`src/rtl/alu_exec_unit_pkg.sv`:
```
// Shared types and widths for the ALU execution unit and its opcode evaluator.
package alu_exec_unit_pkg;

    localparam int VAL_W            = 3;
    localparam int TAG_W            = 2;
    localparam int OP_W             = 3;
    localparam int MUL_EXTRA_CYCLES = 2;
    localparam int CNT_W            = 2;

    typedef enum logic [OP_W-1:0] {
        OP_ADD = 3'd0,
        OP_SUB = 3'd1,
        OP_AND = 3'd2,
        OP_OR  = 3'd3,
        OP_XOR = 3'd4,
        OP_SLL = 3'd5,
        OP_SRL = 3'd6,
        OP_MUL = 3'd7
    } opcode_e;

    typedef enum logic [1:0] {
        IDLE     = 2'd0,
        EXEC     = 2'd1,
        WAIT_CDB = 2'd2
    } state_e;

endpackage

```
`src/rtl/alu_exec_unit_if.sv`:
```
// Issue-side and CDB-side signals of the ALU execution unit.
interface alu_exec_unit_if;
    import alu_exec_unit_pkg::*;

    logic             issue_valid;
    logic [OP_W-1:0]  issue_opcode;
    logic [VAL_W-1:0] issue_val1;
    logic [VAL_W-1:0] issue_val2;
    logic [TAG_W-1:0] issue_rob_idx;
    logic             flush;
    logic             cdb_grant;
    logic             alu_busy;
    logic             cdb_req;
    logic             cdb_en;
    logic [TAG_W-1:0] cdb_rob_idx;
    logic [VAL_W-1:0] cdb_val;

    modport master (
        output issue_valid, issue_opcode, issue_val1, issue_val2, issue_rob_idx,
        output flush, cdb_grant,
        input  alu_busy, cdb_req, cdb_en, cdb_rob_idx, cdb_val
    );

    modport slave (
        input  issue_valid, issue_opcode, issue_val1, issue_val2, issue_rob_idx,
        input  flush, cdb_grant,
        output alu_busy, cdb_req, cdb_en, cdb_rob_idx, cdb_val
    );

endinterface

```
`src/rtl/alu_exec_unit_core.sv`:
```
// Purely combinational opcode evaluator; every result wraps to VAL_W bits.
module alu_core
    import alu_exec_unit_pkg::*;
(
    input  opcode_e          op,
    input  logic [VAL_W-1:0] a,
    input  logic [VAL_W-1:0] b,
    output logic [VAL_W-1:0] result
);

    // Shifts use only the low two bits of b as the shift amount.
    always_comb begin
        result = '0;
        case (op)
            OP_ADD:  result = a + b;
            OP_SUB:  result = a - b;
            OP_AND:  result = a & b;
            OP_OR:   result = a | b;
            OP_XOR:  result = a ^ b;
            OP_SLL:  result = a << b[1:0];
            OP_SRL:  result = a >> b[1:0];
            OP_MUL:  result = a * b;
            default: result = '0;
        endcase
    end

endmodule

```
`src/rtl/alu_exec_unit.sv`:
```
// Single-entry ALU execution unit: accepts one issue, waits its latency, holds the result until the CDB grants it.
module alu_exec_unit
    import alu_exec_unit_pkg::*;
(
    input  logic          clk,
    input  logic          rst_n,
    alu_exec_unit_if.slave bus
);

    state_e           state_q, state_d;
    logic [CNT_W-1:0] cnt_q, cnt_d;
    opcode_e          op_q, op_d;
    logic [VAL_W-1:0] val1_q, val1_d;
    logic [VAL_W-1:0] val2_q, val2_d;
    logic [TAG_W-1:0] tag_q, tag_d;
    logic [VAL_W-1:0] result_q, result_d;
    logic [VAL_W-1:0] core_result;

    alu_core u_core (
        .op     (op_q),
        .a      (val1_q),
        .b      (val2_q),
        .result (core_result)
    );

    // Busy and request are pure state decodes so the reservation station sees no input-to-output path.
    assign bus.alu_busy    = (state_q != IDLE);
    assign bus.cdb_req     = (state_q == WAIT_CDB);
    assign bus.cdb_en      = bus.cdb_req && bus.cdb_grant && !bus.flush;
    assign bus.cdb_rob_idx = bus.cdb_en ? tag_q : '0;
    assign bus.cdb_val     = bus.cdb_en ? result_q : '0;

    always_ff @(posedge clk or negedge rst_n) begin
        if (!rst_n) begin
            state_q  <= IDLE;
            cnt_q    <= '0;
            op_q     <= OP_ADD;
            val1_q   <= '0;
            val2_q   <= '0;
            tag_q    <= '0;
            result_q <= '0;
        end else begin
            state_q  <= state_d;
            cnt_q    <= cnt_d;
            op_q     <= op_d;
            val1_q   <= val1_d;
            val2_q   <= val2_d;
            tag_q    <= tag_d;
            result_q <= result_d;
        end
    end

    always_comb begin
        state_d  = state_q;
        cnt_d    = cnt_q;
        op_d     = op_q;
        val1_d   = val1_q;
        val2_d   = val2_q;
        tag_d    = tag_q;
        result_d = result_q;

        case (state_q)
            IDLE: begin
                if (bus.issue_valid) begin
                    op_d    = opcode_e'(bus.issue_opcode);
                    val1_d  = bus.issue_val1;
                    val2_d  = bus.issue_val2;
                    tag_d   = bus.issue_rob_idx;
                    cnt_d   = (opcode_e'(bus.issue_opcode) == OP_MUL) ? CNT_W'(MUL_EXTRA_CYCLES) : '0;
                    state_d = EXEC;
                end
            end
            EXEC: begin
                if (cnt_q != '0) begin
                    cnt_d = cnt_q - CNT_W'(1);
                end else begin
                    result_d = core_result;
                    state_d  = WAIT_CDB;
                end
            end
            WAIT_CDB: begin
                if (bus.cdb_en) begin
                    state_d = IDLE;
                end
            end
            default: state_d = IDLE;
        endcase

        // Flush wins over everything, including a same-cycle issue in IDLE.
        if (bus.flush) begin
            state_d  = IDLE;
            cnt_d    = '0;
            op_d     = OP_ADD;
            val1_d   = '0;
            val2_d   = '0;
            tag_d    = '0;
            result_d = '0;
        end
    end

endmodule

```
`src/flat_wrapper.sv`:
```
// flat-port wrapper written by rule: the top's interface ports become plain ports
module alu_exec_unit_flat import alu_exec_unit_pkg::*;
  (clk, rst_n, bus_issue_valid, bus_issue_opcode, bus_issue_val1, bus_issue_val2, bus_issue_rob_idx, bus_flush, bus_cdb_grant, bus_alu_busy, bus_cdb_req, bus_cdb_en, bus_cdb_rob_idx, bus_cdb_val);
  alu_exec_unit_if bus_i ();
  input  logic clk;
  input  logic rst_n;
  input wire logic [$bits(bus_i.issue_valid)-1:0] bus_issue_valid;
  input wire logic [$bits(bus_i.issue_opcode)-1:0] bus_issue_opcode;
  input wire logic [$bits(bus_i.issue_val1)-1:0] bus_issue_val1;
  input wire logic [$bits(bus_i.issue_val2)-1:0] bus_issue_val2;
  input wire logic [$bits(bus_i.issue_rob_idx)-1:0] bus_issue_rob_idx;
  input wire logic [$bits(bus_i.flush)-1:0] bus_flush;
  input wire logic [$bits(bus_i.cdb_grant)-1:0] bus_cdb_grant;
  output wire logic [$bits(bus_i.alu_busy)-1:0] bus_alu_busy;
  output wire logic [$bits(bus_i.cdb_req)-1:0] bus_cdb_req;
  output wire logic [$bits(bus_i.cdb_en)-1:0] bus_cdb_en;
  output wire logic [$bits(bus_i.cdb_rob_idx)-1:0] bus_cdb_rob_idx;
  output wire logic [$bits(bus_i.cdb_val)-1:0] bus_cdb_val;
  assign bus_i.issue_valid = bus_issue_valid;
  assign bus_i.issue_opcode = bus_issue_opcode;
  assign bus_i.issue_val1 = bus_issue_val1;
  assign bus_i.issue_val2 = bus_issue_val2;
  assign bus_i.issue_rob_idx = bus_issue_rob_idx;
  assign bus_i.flush = bus_flush;
  assign bus_i.cdb_grant = bus_cdb_grant;
  assign bus_alu_busy = bus_i.alu_busy;
  assign bus_cdb_req = bus_i.cdb_req;
  assign bus_cdb_en = bus_i.cdb_en;
  assign bus_cdb_rob_idx = bus_i.cdb_rob_idx;
  assign bus_cdb_val = bus_i.cdb_val;
  alu_exec_unit u_core (.clk(clk), .rst_n(rst_n), .bus(bus_i));
endmodule
```
`config.mk`:
```
export PLATFORM = sky130hd
export DESIGN_NAME = alu_exec_unit_flat
export DESIGN_NICKNAME = d
export VERILOG_FILES = /design/src/rtl/alu_exec_unit_pkg.sv /design/src/rtl/alu_exec_unit_if.sv /design/src/rtl/alu_exec_unit_core.sv /design/src/rtl/alu_exec_unit.sv /design/src/flat_wrapper.sv
export SDC_FILE = /design/constraint.sdc
export NUM_CORES = 1
export LEC_CHECK = 0
export CAP_MARGIN = 20
export CORE_ASPECT_RATIO = 1.25
export CORE_MARGIN = 1.5
export CORE_UTILIZATION = 53
export CTS_BUF_LIST = sky130_fd_sc_hd__clkbuf_4 sky130_fd_sc_hd__clkbuf_8 sky130_fd_sc_hd__clkbuf_16
export DETAILED_ROUTE_END_ITERATION = 10
export GPL_ROUTABILITY_DRIVEN = 0
export GPL_TIMING_DRIVEN = 0
export PLACE_DENSITY = 0.8
export SYNTH_ARGS = -nofsm -noshare
export SYNTH_HDL_FRONTEND = slang
export SYNTH_SLANG_ARGS = --single-unit
export TNS_END_PERCENT = 100
```
`constraint.sdc`:
```
create_clock -name clk -period 2.65 [get_ports clk]
set_clock_uncertainty 0.2 [all_clocks]
set_input_delay 0.265 -clock clk [delete_from_list [all_inputs] [get_ports clk]]
set_output_delay 0.265 -clock clk [all_outputs]
set_load 0.02 [all_outputs]
```
==> flow_metrics.py, run 1 <==
metrics = {
    "floorplanning": {
        "core_mm2": 0.002477,
        "initial_core_util_pct": 56.62,
        "dieArea_mm2": 0.002966,
        "die_h_um": 60.52,
        "fp.dieW_um": 49.01,
        "rows": 20,
        "num_io_pins": 24,
    },
    "power_and_ir_drop": {
        "power.switching_mw": 0.2280,
        "finalPower_mw": 0.7139,
        "comb_power_share_pct": 31.0,
        "ir_drop_mv": 0.3379,
        "power_density_mw_per_mm2": 411.7,
        "p_int_mw": 0.4859,
        "switching_share_pct": 31.94,
        "leakagePower_nw": 0.7728,
        "pwr-share-clk_pct": 24.7,
        "seq_power_share_pct": 44.3,
    },
    "timing": {
        "holdWs_ps": 229.8,
        "clock.fmax_ghz": 0.3917,
        "hold_viol_final": 0,
        "setup_viol": 0,
        "final.min_clock_period_ps": 2553,
        "fin_crit_sh_pct": 96.33,
        "tns_ps": 0,
        "worst_slack_ps": 97.28,
        "slew_viol_final": 0,
        "tightest_slew_ps": 841.9,
        "slew_headroom_pct": 43.70,
    },
    "clock_tree": {
        "cts_num_sinks": 18,
        "cts_tree": "done",
        "path_clk_slew_ps": 110,
        "clkLatencyLatePin_ps": 300,
        "cts_made_buffers": 3,
        "htree_levels": 1,
        "clockBufferDepth": 2,
        "cts-root-buf": "clkbuf_4",
    },
    "global_route": {
        "first_global_vias": 1135,
        "grt_overflow": 0,
        "grt_usage_pct": 24.29,
        "grt_pass1_wl_mm": 5.451,
        "antenna_found_initial": 0,
        "grt_start_max_net_pins": 19,
    },
    "setup_path": {
        "timing.rr.start": "u_core.val2_q[0]",
        "cp-end-kind": "flip-flop",
        "rr_endpoint": "u_core.result_q[2]",
        "cp_max_fo": 7,
        "crit_arrival_ps": 2580,
        "reg2reg_setup_slack_ps": 100,
        "r2r_cells": 9,
        "cp.required_ps": 2680,
        "worstSetupStartpointType": "flip-flop",
        "path_class": "reg2reg",
    },
    "synth": {
        "ys_types": 43,
        "yosysWarnings": 0,
        "synth_top_area_cell": "dfrtp_1",
        "synth_edf_count": 0,
        "synth_most_common_cell": "nor2_1",
        "ys_ff_latch": 18,
        "ys.flop_type": "dfrtp_1",
        "synthesis.nets": 183,
        "synth_area_mm2": 0.001403,
        "synth_seq_area_share_pct": 32.11,
        "synth_area_leaders": "dfrtp_1, ha_1, nor2_1",
        "syn_inst": 155,
        "synth_common_cells": "nor2_1, dfrtp_1, a21oi_1, ha_1, inv_1",
        "synth_top_area_share_pct": 32.11,
        "synthArstFlopShare_pct": 100.0,
        "syn_area_per_cell_um2": 9.049,
    },
    "finish": {
        "diodes": 0,
        "layout.nets": 213,
        "area_delta_synth_final_pct": 23.64,
        "layout-drive-gt1-share_pct": 10.33,
        "final_util_pct": 70.00,
    },
    "hold_path": {
        "hold_path.class": "in2async",
    },
    "drt": {
        "routed_wl_mm": 3.300,
        "drc": 0,
        "viasPerCell": 5.535,
        "wl_per_cell_um": 15.21,
        "first_pass_iters": 4,
        "detail-route-antenna-nets": 0,
        "drtIter0Drc": 47,
        "vias": 1201,
    },
    "place": {
        "pre_cts_ws_ps": -1.827,
        "dp_hpwl_mm": 2.568,
        "port_buffers": 23,
    },
    "run": {
        "maxCapViolations": 0,
    },
    "status": {
        "status": "completed",
    },
}
## metrics by stage
step | std cells | cell area (µm²)
after global placement | 211 | 1674
final | 217 | 1734
after detailed placement | 211 | 1674
after CTS | 215 | 1712
after global routing | 217 | 1734
after floorplan | 155 | 1403
## layer usage
metal / up-vias / GRT usage, % / share of wire [%]
li1: 593 / - / -
met3: 7 / 2.956 / 2.1
met5: - / 0 / 0
met2: 19 / 43.64 / 53
met1: 582 / 30.05 / 43
met4: 0 / 10.20 / 1.8
## flip-flops by register name, summed over array words and instances, names as in the netlist
name and flops:
u_core.val1_q 3, u_core.state_q 2, u_core.val2_q 3, u_core.op_q 3
u_core.tag_q 2, u_core.cnt_q 2, u_core.result_q 3
## timing repair
action	4_1_cts	5_1_grt
setup endpoints to repair	1	1
gates cloned	0	0
hold buffers	0	0
pin swaps	0	1
buffers inserted	0	2
gates resized for setup	1	2
## cells in the final DEF (no fill, tap or decap), types with 2 or more instances in the layout
cell type / netlist / routed
o22ai_1: 2 / 2
xnor2_1: 2 / 2
nand3b_1: 2 / 2
mux2i_1: 8 / 8
o41ai_1: 2 / 2
a21oi_1: 11 / 11
clkdlybuf4s50_1: 0 / 23
nor3b_1: 3 / 3
xnor3_1: 2 / 2
nand2_1: 6 / 6
nor2_1: 26 / 25
nor2b_1: 2 / 2
dfrtp_1: 18 / 17
buf_4: 1 / 3
a211oi_1: 3 / 2
nand2b_1: 10 / 10
and2_1: 5 / 5
a311oi_1: 2 / 2
clkbuf_4: 0 / 3
buf_2: 4 / 4
ha_1: 11 / 11
inv_1: 11 / 11
and3b_1: 2 / 2
## final cells by class
cell class                      instances  area (µm²)
Buffer                                  8       46.29
Inverter                               11       41.29
Sequential cell                        18       451.7
Fill cell                             192       743.2
Timing Repair Buffer                   25       245.2
Multi-Input combinational cell        118       872.1
Tap cell                               33       41.29
Clock buffer                            4       36.28
## power groups by stage
stage | registers (mW) | clock network, mW | logic (mW)
2_1_floorplan | 0.316 | 0 | 0.146
3_3_place_gp | 0.322 | 0 | 0.206
3_5_place_dp | 0.323 | 0 | 0.212
4_1_cts | 0.318 | 0.176 | 0.214
5_1_grt | 0.319 | 0.188 | 0.243
6_report | 0.316 | 0.177 | 0.221
## worst max-delay path, cell delays in order (launching register included)
cell and delay (ps):
dfrtp_1 410, buf_6 140, inv_1 90, ha_1 300, mux2i_1 90, fa_1 420, xnor2_1 180, xnor3_1 240
a211oi_2 230, a2bb2oi_1 160
## worst max path at each step
stage,start,end,slack (ps),cells past startpoint
after global routing,u_core.val2_q[0],u_core.result_q[2],-20,9
after floorplan,u_core.val2_q[1],u_core.result_q[2],270,8
after global placement,u_core.val2_q[1],u_core.result_q[2],50,8
after detailed placement,u_core.val2_q[1],u_core.result_q[2],-2,8
final,u_core.val2_q[0],u_core.result_q[2],100,9
after CTS,u_core.val2_q[0],u_core.result_q[2],50,9
## logic make-up (layout without fill, tap and decap cells)
| family | Yosys count | count (layout) | share of synthesized area [%] |
|---|---|---|---|
| compound gates | 28 | 28 | 14.90 |
| xor+xnor | 4 | 4 | 4.460 |
| fa+ha+maj | 12 | 12 | 11.24 |
| buf+inv | 19 | 48 | 6.244 |
| flops | 18 | 18 | 32.11 |
| mux | 8 | 8 | 5.709 |
| simple gates | 66 | 66 | 25.33 |
Power figures use the tool's default switching activity.
==> run 2, diff against run 1 <==
- HOLD_SLACK_MARGIN: unset -> 0.1
==> results of run 2 <==
No change in the layout: final DEF, timing and power equal those of run 1.
